File: src/rtl/if_controller_pkg.sv
// Shared types for the feature-buffer streaming controller: FSM state
// encoding and the drain-length helper derived from the array size.
package if_controller_pkg;

    typedef enum logic [1:0] {
        IDLE   = 2'd0,
        STREAM = 2'd1,
        DRAIN  = 2'd2,
        DONE   = 2'd3
    } if_state_e;

    // Array skew plus buffer read latency, in cycles per array row.
    localparam int DRAIN_CYC_PER_ROW = 2;

    function automatic int drain_cyc(input int rows);
        return DRAIN_CYC_PER_ROW * rows;
    endfunction

endpackage

File: src/rtl/if_controller.sv
// Streams if_len feature vectors from the buffer into the systolic array,
// then waits for the array to drain. Optional backpressure: IF_CTRL_STALL_EN.
module if_controller
    import if_controller_pkg::*;
#(
    parameter int ROWS   = 4,
    parameter int ADDR_W = 8
) (
    input  logic              clk,
    input  logic              rst,
    input  logic              start_if,
    input  logic [ADDR_W-1:0] if_base,
    input  logic [ADDR_W-1:0] if_len,
    output logic              if_ready,
    output logic              rd_en,
    output logic [ADDR_W-1:0] rd_addr,
    output logic              if_valid,
    output logic              acc_clr,
    output logic              if_done
`ifdef IF_CTRL_STALL_EN
    ,
    input  logic              stall
`endif
);

    localparam int DRAIN_CYC = drain_cyc(ROWS);
    localparam int DW        = $clog2(DRAIN_CYC + 1);
    localparam logic [DW-1:0] DRAIN_LAST = DW'(DRAIN_CYC - 1);

    if_state_e         state_q, state_d;
    logic [ADDR_W-1:0] base_q, len_q, count_q;
    logic [DW-1:0]     drain_q;
    logic              hold;

`ifdef IF_CTRL_STALL_EN
    assign hold = stall;
`else
    assign hold = 1'b0;
`endif

    // NOTE: every output of this block gets a default before the case so
    // that no path leaves a signal unassigned and infers a latch.
    always_comb begin
        state_d  = state_q;
        if_ready = 1'b0;
        rd_en    = 1'b0;
        rd_addr  = '0;
        if_done  = 1'b0;
        case (state_q)
            IDLE: begin
                if_ready = 1'b1;
                if (start_if)
                    state_d = (if_len == '0) ? DONE : STREAM;
            end
            STREAM: begin
                if (!hold) begin
                    rd_en   = 1'b1;
                    rd_addr = base_q + count_q;
                    if (count_q == len_q - ADDR_W'(1))
                        state_d = DRAIN;
                end
            end
            DRAIN: begin
                if (!hold && drain_q == DRAIN_LAST)
                    state_d = DONE;
            end
            DONE: begin
                if_done = 1'b1;
                state_d = IDLE;
            end
            default: state_d = IDLE;
        endcase
    end

    // NOTE: all state updates use non-blocking assignments so every register
    // samples the pre-edge values regardless of statement order.
    always_ff @(posedge clk) begin
        if (!rst) begin
            state_q  <= IDLE;
            count_q  <= '0;
            drain_q  <= '0;
            base_q   <= '0;
            len_q    <= '0;
            if_valid <= 1'b0;
            acc_clr  <= 1'b0;
        end else begin
            state_q  <= state_d;
            if_valid <= rd_en;
            acc_clr  <= 1'b0;
            case (state_q)
                IDLE: begin
                    if (start_if) begin
                        base_q  <= if_base;
                        len_q   <= if_len;
                        count_q <= '0;
                        drain_q <= '0;
                        acc_clr <= (if_len != '0);
                    end
                end
                STREAM: if (rd_en) count_q <= count_q + ADDR_W'(1);
                DRAIN:  if (!hold) drain_q <= drain_q + DW'(1);
                default: ;
            endcase
        end
    end

endmodule

File: config.mk
export PLATFORM = sky130hd
export DESIGN_NAME = if_controller
export DESIGN_NICKNAME = d
export VERILOG_FILES = /design/src/rtl/if_controller_pkg.sv /design/src/rtl/if_controller.sv
export SDC_FILE = /design/constraint.sdc
export NUM_CORES = 1
export LEC_CHECK = 0
export ABC_CLOCK_PERIOD_IN_PS = 4600
export CAP_MARGIN = 20
export CORE_UTILIZATION = 30
export CTS_CLUSTER_SIZE = 16
export DETAILED_ROUTE_END_ITERATION = 10
export HOLD_SLACK_MARGIN = 0.08
export PLACE_DENSITY = 0.52
export SLEW_MARGIN = 0
export SYNTH_ARGS = -nofsm -noshare
export SYNTH_HDL_FRONTEND = slang
export SYNTH_SLANG_ARGS = --single-unit
File: constraint.sdc
create_clock -name clk -period 4.6 [get_ports clk]
set_input_delay 0.92 -clock clk [delete_from_list [all_inputs] [get_ports clk]]
set_output_delay 0.92 -clock clk [all_outputs]
set_load 0.01 [all_outputs]
Yosys cells after proc, flatten, opt, wreduce, memory -nomap -nowiden
Cells that the tools add are included.
Storage, ports and cells
  word-level logic and storage cells: 44
  input port bits: 19
  bits in registers: 32
Operators by class
  equality and inequality tests: 9
  muxes and demuxes: 14
  add/sub/neg operators: 4
  reduce and logical (&&, ||, !) cells: 10
Operator list (number)
  $mux 8: 3
  $pmux 8 s2: 1
  $reduce_and 3->1: 3
  $add 8x1->8 const B: 1
  $add 8x8->8: 1
  $eq 8x8->1: 1
  $logic_not 8->1: 1
  $mux 2: 4
  $ne 2x2->1 const B: 4
  $pmux 2 s4: 1
  $pmux 4 s2: 1
  $reduce_bool 8->1: 1
  $sub 8x1->8 const B: 1
  $add 4x1->4 const B: 1
  $eq 2x2->1 const B: 2
  $eq 4x3->1 const B: 1
  $mux 4: 1
  $reduce_and 2->1: 2
  $reduce_bool 2->1: 2
  $mux 1: 3
  $eq 2x1->1 const B: 1
  $logic_not 2->1: 1

Logic depth before layout (Yosys ltp)
Gate-level depths: netlist (run 1).
  depth after elaboration: 4
  gate-level depth with buffers: 9

Least setup slack after synthesis (run 1)
Ideal clock, no wire load.
  kind: reg2out
  start point: register count_q[1]
  end point: output port rd_addr[7]
  stages on the path, launching flop included: 8
  slack: 1.849 ns
  arrival: 1.831 ns
  data required time: 3.680 ns
  path through: dfxtp_1 > ha_1 > a21o_1 > a21oi_1 > o21bai_1 > a2111oi_2 > nor3_1 > o21a_1
On the way
  word-level cells in the longest chain between the ends: 2
Ends and longest elaborated chain
  start: declaration: RTL line if_controller.sv:31  | logic [ADDR_W-1:0] base_q, len_q, count_q;
  start signal: assignment: RTL line if_controller.sv:100  | STREAM: if (rd_en) count_q <= count_q + ADDR_W'(1);
  $add 8x8->8: RTL line if_controller.sv:58  | rd_addr = base_q + count_q;
  $mux 8: RTL line if_controller.sv:49  | case (state_q)
  end: declaration: RTL line if_controller.sv:16  | output logic [ADDR_W-1:0] rd_addr,
Every way passes these cells.

Final worst setup path (run 1)
Ends and elaborated chain as after synthesis.

==> impl_results.md, run 1 <==
- Status: finished, final reports clean
- Total placed cells including tap cells: approximately 300
- Largest net degree at the start of global routing: 18
- RR Endpoint: count_q[7]$_SDFFE_PN0P_
- CTS tree: yes
- CTS Buffer Depth: 2
- Vias/cell: 4.961
- Initial antenna violation count: 0
- Worst Max-Slew Pin Slew: between 0.6 and 0.7 ns
- Fill cell count: ~650
- Asr flop ratio synth: 0
- Synth warn: 0
- Num CTS Buffers: 5
- Final ANT Viol Nets: 0
- Element type at the critical path start: flop
- CP Capture Type: output port
- Initial DRC count: 62
- Post-Syn Area: 1909 um2
- Cells after Synth: 205
- Final WL: 4193 um
- GR Overflow Total: 0
- Worst-Skew Late Latency: 0.28 ns
- Largest area contributor in the netlist: dfxtp_1
- Buffers added on ports: 31
- # diodes: 0
- Period utilization: 0.7979
- Setup_tns: 0 ns
- Die Height: 81.78 um
- Die width: around 82 um
- First-pass GRT wire length: roughly 7000 um
- Final setup vio count: 0
- R2r startpoint: state_q[0]$_SDFFE_PN0P_
- Vias in the first global route: 1455
- Clock Skews: 0.004026 ns
- Seq/Total Area, Yosys: 0.3355
- CTS Sinks: 32
- Placeable Area: 6026 um2
- Syn avg cell area: 9.314 um2
- Arrival @ worst endpoint: around 2.8 ns
- Max capacitance violation total: 0
- Post-CTS Resized: 0
- Most frequent cell after synthesis: dfxtp_1
- Post-Layout Cell Count: 311
- Synth cell types: 50
- Hold depth: 1
- Area contributors post-synth: dfxtp_1 (34%), ha_1 (9.2%), a22o_1 (7.3%)
- Drt pass-1 iters: 4
- Clock group share of total power: 0.257
- Nets: 270
- Switching pwr: 310.6 uW
- Min Clock Period, post-route: 3.670 ns
- # H-tree levels: 2
- Power Density: 387.2 nW/um2
- Net Sw Frac: 0.3396
- Slew Limit Fails: 0
- Max frequency: 272.5 MHz
- Final Hold Fails: 0
- Max-Slew Margin vs Limit: 0.5427
- Syn nets: 239
- RSZ-0062 raised after global routing: false
- Root Driver: clkbuf_8
- #FFs+latches synth: 32
- Pleak: 0.0009491 uW
- Drt drc: 0
- Worst vdd ir: 0.0001751 V
- Comb pwr share: 0.359
- Synth-to-Final Area Change: 23.72%
- Most used flip-flop cell after synthesis: dfxtp_1
- Min-delay src: base_q[0]$_SDFFE_PN0P_
- Flop pwr share: 0.385
- Core Rows: 28
- Reg clk slew, reported paths: 0.07 ns
- Critical Path RT: between 3 and 4 ns
- Reg2Reg Setup Slack: 2.30 ns
- Postcts setup bufs: 0
- Ports: 32
- Cts hold-fix bufs: 0
- Crit path kind: flop to output port
- Routability cong.: 0.7494
- Synth cell count leaders: dfxtp_1 (32), a22o_1 (16), ha_1 (14), nand2_1 (14), nor2_1 (13)
- Global Route Usage Sum: 0.1420
- Via count: 1543
- Yosys top cell area share: 0.3355
- Internal: 604.1 uW
- Die Area: roughly 6700 um2
- Starting Density: 0.3169
- Worst-case reg-to-reg path depth: 7
- Crit Path Max Fanout: 6
- Share of cells above drive strength 1: 0.07203
- Post-synth EDFFs: 0
- Post-DP HPWL: 3106 um
- WL per Instance: 13.48 um
- Tightest Hold Check Type: flop to flop
- Hold Path Sink: base_q[0]$_SDFFE_PN0P_
power by group through the flow:
stage / Combinational [uW] / Sequential (uW) / Clock (uW)
5_1_grt: 371 / 359 / 255
4_1_cts: 334 / 353 / 245
3_5_place_dp: 333 / 359 / 0
3_3_place_gp: 332 / 358 / 0
6_report: 328 / 352 / 235
2_1_floorplan: 239 / 350 / 0
sequential cells by signal (all words and copies together) (netlist names):
signal and flops:
count_q 8, if_valid 1, len_q 8, acc_clr 1
state_q 2, drain_q 4, base_q 8
final cells by class:
class,count,area (um2),area share
multi-input cells,156,1180,0.4995
clock buffers,7,96.34,0.04078
repair buffers,32,317.8,0.1345
flip-flops and latches,32,640.6,0.2712
inverters,9,33.78,0.01430
well taps,75,93.84,0.03972
cells in the final DEF (no fill, tap or decap), types with 2 or more instances in the layout:
cell type,count
a21o_1,2
a21oi_1,8
a22o_1,16
a22oi_1,3
a32oi_1,2
and2_1,5
and3_1,3
clkbuf_8,7
clkdlybuf4s50_1,31
dfxtp_1,32
ha_1,14
inv_1,9
mux2i_1,3
nand2_1,14
nand2b_1,3
nand3_1,2
nand4_1,3
nor2_1,13
nor2b_1,6
nor3_1,4
o211a_1,2
o21a_1,3
o21ai_0,7
o21bai_1,3
or4_1,2
xnor2_1,10
xor2_1,8
critical path: stages, from the launching register on:
cell and delay [ns]:
dfxtp_1 0.47, ha_1 0.28, a21o_1 0.15, a21oi_1 0.21, o21bai_1 0.13, a2111oi_2 0.42, o21a_1 0.18, o21a_1 0.10
clkdlybuf4s50_1 0.53
kinds of logic after synthesis:
family	synth area share
buffers and inverters	0.04652
and+or+nand+nor	0.1763
adders and majority gates	0.1022
xor gates and xnor gates	0.09109
DFF	0.3355
muxes	0.02163
AOI/OAI and AO/OA	0.2267
metal layers:
layer / global-route usage / up-vias / routed length (um)
met1: 0.1854 / 711 / 2113
met2: 0.2273 / 25 / 1880
li1: - / 802 / -
met3: 0.03444 / 5 / 143
met4: 0.04737 / 0 / 56
met5: 0 / - / 0
worst max path at each step:
stage | from | depth (start not counted) | slack [ns] | endpoint
after global routing | count_q[1]$_SDFFE_PN0P_ | 8 | 0.77 | rd_addr[7]
after CTS | count_q[1]$_SDFFE_PN0P_ | 8 | 0.88 | rd_addr[7]
final | count_q[1]$_SDFFE_PN0P_ | 8 | 0.93 | rd_addr[7]
after global placement | count_q[1]$_SDFFE_PN0P_ | 8 | 1.25 | rd_addr[7]
after floorplan | count_q[1]$_SDFFE_PN0P_ | 7 | 1.85 | rd_addr[7]
after detailed placement | count_q[1]$_SDFFE_PN0P_ | 8 | 1.21 | rd_addr[7]
metrics by stage:
| step | total power [uW] | utilization | setup slack [ns] | area [um2] | hold slack, ns |
|---|---|---|---|---|---|
| after floorplan | 589.1 | - | 1.849 | 1909 | 0.4563 |
| after global placement | 690.0 | 0.3760 | 1.249 | 2266 | 0.4806 |
| after detailed placement | 692.0 | 0.3760 | 1.213 | 2266 | 0.4731 |
| after CTS | 932.2 | 0.3920 | 0.8828 | 2362 | 0.4950 |
| after global routing | 984.4 | 0.3920 | 0.7715 | 2362 | 0.5178 |
| final | 914.7 | 0.3920 | 0.9297 | 2362 | 0.4950 |
No activity file was read; power rests on OpenSTA's default activity.
==> inputs of run 2 (changes only) <==
--- a/config.mk
+++ b/config.mk
@@ -5,7 +5,7 @@
 export SDC_FILE = /design/constraint.sdc
 export NUM_CORES = 1
 export LEC_CHECK = 0
-export ABC_CLOCK_PERIOD_IN_PS = 4600
+export ABC_CLOCK_PERIOD_IN_PS = 3400
 export CAP_MARGIN = 20
 export CORE_UTILIZATION = 30
 export CTS_CLUSTER_SIZE = 16
==> constraint.sdc (replaced) <==
create_clock -name clk -period 3.4 [get_ports clk]
set_input_delay 0.68 -clock clk [delete_from_list [all_inputs] [get_ports clk]]
set_output_delay 0.68 -clock clk [all_outputs]
set_load 0.01 [all_outputs]
==> run 2 against run 1 <==
Critical endpoint unchanged; global-route usage rose by 0.41 points; largest power group unchanged; sequential power rose by 36%; clock skew rose by 0.0057 ns; via count rose by 0.58%; utilization rose by 0.33 points; critical path depth did not move; non-clock buffer count rose by 2; clock power rose by 27%; routed wire length rose by 3.3%; design area rose by 0.85%; sequential share of layout area fell by 0.070 points.
==> impl_results.md, run 2 (same netlist as run 1, synthesis figures left out) <==
- First-pass GRT wire length: 7272 um (+3.1%)
- Largest net degree at the start of global routing: 18 (unchanged)
- CTS tree: yes
- Critical Path RT: 2.72 ns (-0.96 ns)
- Crit path kind: flop to output port
- Most Crowded Layer GR: met2
- Min Clock Period, post-route: 3.241 ns
- Arrival @ worst endpoint: 2.56 ns (-0.19 ns)
- Root Driver: clkbuf_8
- Vias in the first global route: 1472 (+1.2%)
- Worst-case reg-to-reg path depth: 7 (unchanged)
- Hold WS: 0.4936 ns (-0.001391 ns)
- Share of cells above drive strength 1: 0.1088 (+0.03675)
- CTS Buffer Depth: 2 (unchanged)
- Postcts setup bufs: 0 (unchanged)
- Vias/cell: 4.943 (-0.38%)
- Most frequent cells in the layout: clkdlybuf4s50_1 (31), dfxtp_1 (29), a22o_1 (16)
- Reg2Reg Setup Slack: 1.06 ns (-1.24 ns)
- Worst vdd ir: 0.0002944 V (+68%)
- Tightest Hold Check Type: flop to flop
- Max capacitance violation total: 0 (unchanged)
- Core Rows: 28 (unchanged)
- Hold depth: 1 (unchanged)
- CTS Sinks: 32 (unchanged)
- DP Worst Slack: 0.2829 ns (-0.9300 ns)
- Drt drc: 0 (unchanged)
- Post-Layout Cell Count: 314 (+0.96%)
- Drt pass-1 iters: 4 (unchanged)
- Status: finished, final reports clean
- Met2 Resource Use GR: 0.2215 (-0.005785)
- R2r startpoint: state_q[0]$_SDFFE_PN0P_
- Global Route Usage Sum: 0.1461 (+0.004100)
- Nets: 272 (+0.74%)
- Element type at the critical path start: flop
- Power after layout: 1230 uW (+34%)
- Global routing met3 resource utilization: 0.03333 (-0.001111)
- RR Endpoint: count_q[7]$_SDFFE_PN0P_
- # H-tree levels: 2 (unchanged)
- Setup_tns: 0 ns (unchanged)
- Clock Skews: 0.009688 ns (+0.005662 ns)
- Worst Max-Slew Pin Slew: 0.6711 ns (-0.01482 ns)
- GR Overflow Total: 0 (unchanged)
- # diodes: 0 (unchanged)
- Min-delay src: base_q[0]$_SDFFE_PN0P_
- Routability cong.: 0.7498 (about the same)
- Buffers added on ports: 31 (unchanged)
- Die Area: 6687 um2 (unchanged)
- Max frequency: roughly 310 MHz
- Post-DP HPWL: 3181 um (+2.4%)
- RSZ-0062 raised after global routing: false
- Fill cell count: 630 (-2.5%)
- Die Height: 81.78 um (unchanged)
- CP Capture Type: output port
- Slew Limit Fails: 0 (unchanged)
- Num CTS Buffers: 5 (unchanged)
- Ports: 32 (unchanged)
- Commonest non-fill, non-tap cell in the layout: clkdlybuf4s50_1
- Die width: 81.78 um (unchanged)
- Placeable Area: 6026 um2 (unchanged)
- Grt met1 use: 0.2007 (+0.01531)
- Pleak: 0.0009578 uW (+0.92%)
- Crit Path Max Fanout: 3 (-3)
- Via count: 1552 (+0.58%)
- Final setup vio count: 0 (unchanged)
- Final WL: 4330 um (+3.3%)
- Starting Density: 0.3169 (unchanged)
- Total placed cells including tap cells: 306 (+0.66%)
- Largest registers: base_q x8, count_q x8, len_q x8
- Worst-Skew Late Latency: 0.29 ns (about the same)
- Initial antenna violation count: 0 (unchanged)
- Worst setup margin: 0.1591 ns (-0.7706 ns)
- Final Hold Fails: 0 (unchanged)
- Power Density: 516.3 nW/um2 (+33%)
- Max-Slew Margin vs Limit: 0.5526 (+0.009877)
- Final ANT Viol Nets: 0 (unchanged)
- Synth-to-Final Area Change: 24.77%
- WL per Instance: 13.79 um (+2.3%)
- Cts hold-fix bufs: 0 (unchanged)
- Reg clk slew, reported paths: 0.08 ns (about the same)
- Initial DRC count: 83 (+34%)
- Hold Path Sink: base_q[0]$_SDFFE_PN0P_
- Period utilization: 0.9532
==> run 2: worst max-delay path, cell delays in order (launching register included) <==
cell and delay [ns]:
dfxtp_1 0.40, ha_1 0.25, a21o_1 0.16, a21oi_2 0.17, o21bai_1 0.11, a2111oi_2 0.37
o21a_1 0.18, o21a_1 0.10, clkdlybuf4s50_1 0.53
==> run 2: repair_timing <==
item,4_1_cts,5_1_grt
gates cloned,0,0
setup endpoints to repair,1,2
pin swaps,0,1
gates resized for setup,1,5
==> run 2: final cells by class <==
| type | count | area [um2] | share of cell area |
|---|---|---|---|
| clock buffer | 5 | 68.82 | 0.02889 |
| clock inverter | 3 | 18.77 | 0.007878 |
| tap | 75 | 93.84 | 0.03939 |
| timing repair buffer | 34 | 332.8 | 0.1397 |
| sequential | 32 | 644.4 | 0.2705 |
| inverter | 9 | 33.78 | 0.01418 |
| multi-input combinational | 156 | 1190 | 0.4995 |
==> run 2: power by group <==
| group | switching, uW | total, uW | internal, uW |
|---|---|---|---|
| logic | 235 | 453 | 218 |
| clock network | 156 | 299 | 143 |
| registers | 54.9 | 478 | 423 |
| total | 446 | 1230 | 784 |
==> run 2: stage by stage <==
stage               instance area (um2)    util
CTS                                2370  0.3933
global route                       2382  0.3953
finish                             2382  0.3953
detailed placement                 2281  0.3785
floorplan                          1909       -
global placement                   2281  0.3785
==> run 2: worst max path at each step <==
stage	startpoint	endpoint	slack (ns)	cells after the start
floorplan	count_q[1]$_SDFFE_PN0P_	rd_addr[7]	0.89	7
detailed placement	count_q[1]$_SDFFE_PN0P_	rd_addr[7]	0.28	8
CTS	count_q[2]$_SDFFE_PN0P_	rd_addr[7]	0.005	7
global route	base_q[1]$_SDFFE_PN0P_	rd_addr[7]	0.04	8
finish	base_q[1]$_SDFFE_PN0P_	rd_addr[7]	0.16	8
global placement	count_q[1]$_SDFFE_PN0P_	rd_addr[7]	0.30	8
==> run 2: metal layers <==
layer / routed length (um) / vias to the layer above / part of all wire
li1: - / 806 / -
met1: 2267 / 715 / 0.52
met2: 1881 / 24 / 0.43
met3: 127 / 7 / 0.029
met4: 54 / 0 / 0.012
met5: 0 / - / 0
==> inputs of run 3 (changes only) <==
--- a/config.mk
+++ b/config.mk
@@ -7,6 +7,7 @@
 export LEC_CHECK = 0
 export ABC_CLOCK_PERIOD_IN_PS = 3400
 export CAP_MARGIN = 20
+export CORE_MARGIN = 3
 export CORE_UTILIZATION = 30
 export CTS_CLUSTER_SIZE = 16
 export DETAILED_ROUTE_END_ITERATION = 10
==> run 3 against run 2 <==
Register-to-register slack hardly changed; sequential share of layout area down 0.56 points; combinational power is essentially flat; via count grew 1.0%; highest routed layer unchanged.
==> impl_results.md, run 3 (same netlist as run 1, synthesis figures left out) <==
- Starting Density: 0.3169 (unchanged)
- Die width: 85.78 um (+4.9%)
- Vias/cell: 4.994 (+1.0%)
- Worst path slowest cell: clkdlybuf4s50_1
- Initial DRC count: 66 (-20%)
- Commonest non-fill, non-tap cell in the layout: clkdlybuf4s50_1
- Min Clock Period, post-route: 3.206 ns (-0.03470 ns)
- Crit Path Max Fanout: 6 (+3)
- Global Route Usage Sum: 0.1297 (-0.01637)
- WL per Instance: 13.88 um (+0.62%)
- Worst vdd ir: 0.0002194 V (-25%)
- Share of cells above drive strength 1: 0.1130 (+0.004184)
- CP Capture Type: output port
- Met2 Resource Use GR: 0.1949 (-0.02657)
- Largest stage delay on the critical path: 0.53 ns (about the same)
- Power after layout: 1340 uW (+8.9%)
- Reg clk slew, reported paths: 0.07 ns (about the same)
- Drt pass-1 iters: 4 (unchanged)
- Final WL: 4357 um (+0.62%)
- Ports: 32 (unchanged)
- Final setup vio count: 0 (unchanged)
- Die Area: 7357 um2 (+10%)
- Buffers added on ports: 31 (unchanged)
- Hold WS: 0.4973 ns (+0.003721 ns)
- Final core utilization: 0.4045 (+0.009136)
- Worst Max-Slew Pin Slew: 0.7306 ns (+0.05948 ns)
- Cts hold-fix bufs: 0 (unchanged)
- Period utilization: 0.9430 (-0.01020)
- Post-DP HPWL: 3277 um (+3.0%)
- Crit path kind: flop to output port
- Arrival @ worst endpoint: 2.53 ns (-0.03 ns)
- Critical-path cell list: ha_1, a21o_1, a21oi_2, o21bai_1, a2111oi_4, o21a_1, o21a_1, clkdlybuf4s50_1
- Nets: 272 (unchanged)
- Initial antenna violation count: 0 (unchanged)
- Grt met1 use: 0.1745 (-0.02620)
- Drt drc: 0 (unchanged)
- Die Height: 85.78 um (+4.9%)
- GR Overflow Total: 0 (unchanged)
- Element type at the critical path start: flop
- Max frequency: 311.9 MHz (+1.1%)
- Worst Path Buf+Inv: 1 (unchanged)
- Setup_tns: 0 ns (unchanged)
- Worst-Skew Late Latency: 0.28 ns (about the same)
- CP delay by family, top: compound AO/OA/AOI/OAI gates
- RSZ-0062 raised after global routing: false
- # H-tree levels: 2 (unchanged)
- Final Hold Fails: 0 (unchanged)
- Synth-to-Final Area Change: 27.65%
- Pleak: 0.0009959 uW (+4.0%)
- Num CTS Buffers: 5 (unchanged)
- Vias in the first global route: 1504 (+2.2%)
- Largest registers: base_q x8, count_q x8, len_q x8
- DP Worst Slack: 0.2820 ns (-0.0008370 ns)
- Critical Path RT: 2.72 ns (about the same)
- Status: finished, final reports clean
- CTS Sinks: 32 (unchanged)
- Max capacitance violation total: 0 (unchanged)
- Most Crowded Layer GR: met2
- Max-Slew Margin vs Limit: 0.5119 (-0.04069)
- CTS tree: yes
- Tightest Hold Check Type: flop to flop
- Crit path top cell by count: o21a_1
- Core Rows: 28 (unchanged)
- Slew Limit Fails: 0 (unchanged)
- Global routing met3 resource utilization: 0.03362 (+0.0002882)
- # diodes: 0 (unchanged)
- Routability cong.: 0.7792 (+3.9%)
- Largest net degree at the start of global routing: 18 (unchanged)
- Final ANT Viol Nets: 0 (unchanged)
- First-pass GRT wire length: 7514 um (+3.3%)
- Via count: 1568 (+1.0%)
- Power Density: 549.7 nW/um2 (+6.5%)
- Most frequent cells in the layout: clkdlybuf4s50_1 (30), dfxtp_1 (28), a22o_1 (16)
- Worst setup margin: 0.1938 ns (+0.03470 ns)
- Placeable Area: 6026 um2 (unchanged)
- CTS Buffer Depth: 2 (unchanged)
- Root Driver: clkbuf_8
- Clock Skews: 0.005339 ns (-0.004349 ns)
-- run 3: where the power goes --
group | leakage [uW] | switching (uW) | internal [uW]
combinational | 0.000668 | 235 | 220
sequential | 0.000263 | 55.7 | 424
clock | 0.0000645 | 146 | 259
total | 0.000996 | 437 | 903
-- run 3: worst register-to-register path, stage by stage, from the launching register on --
cell and delay (ns):
dfxtp_1 0.40, inv_1 0.08, ha_1 0.32, nand2b_1 0.35
o21a_1 0.23, nand4_1 0.24, or3_2 0.51, a21oi_1 0.15
-- run 3: per-layer routing --
metal / wire [um] / part of all wire / vias to the layer above
li1: - / - / 806
met1: 2211 / 0.51 / 720
met2: 1890 / 0.43 / 34
met3: 152 / 0.035 / 8
met4: 104 / 0.024 / 0
met5: 0 / 0 / -
-- run 3: worst paths after layout --
path | cells after the start | endpoint | slack (ns) | startpoint
max | 8 | rd_addr[7] | 0.19 | count_q[1]$_SDFFE_PN0P_
max reg2reg | 7 | count_q[7]$_SDFFE_PN0P_ | 1.06 | state_q[0]$_SDFFE_PN0P_
min reg2reg | 1 | base_q[6]$_SDFFE_PN0P_ | 0.50 | base_q[6]$_SDFFE_PN0P_
min | 1 | base_q[6]$_SDFFE_PN0P_ | 0.50 | base_q[6]$_SDFFE_PN0P_
-- run 3: layout make-up --
class	instances	area (um2)
Clock buffer	7	96.34
Clock inverter	1	30.03
Fill cell	623	3588
Inverter	9	33.78
Multi-Input combinational cell	156	1202
Sequential cell	32	645.6
Tap cell	75	93.84
Timing Repair Buffer	34	335.3
-- run 3: what timing repair did --
item / in CTS / in global routing
buffers inserted: 0 / 0
pin swaps: 0 / 1
gates resized for setup: 1 / 8
setup endpoints to repair: 1 / 2
-- run 3: per-stage QoR --
| stage | std cells | instance area, um2 |
|---|---|---|
| 4_1_cts | 314 | 2409 |
| 3_5_place_dp | 306 | 2281 |
| 2_1_floorplan | 205 | 1909 |
| 6_report | 314 | 2437 |
| 3_3_place_gp | 306 | 2281 |
| 5_1_grt | 314 | 2437 |
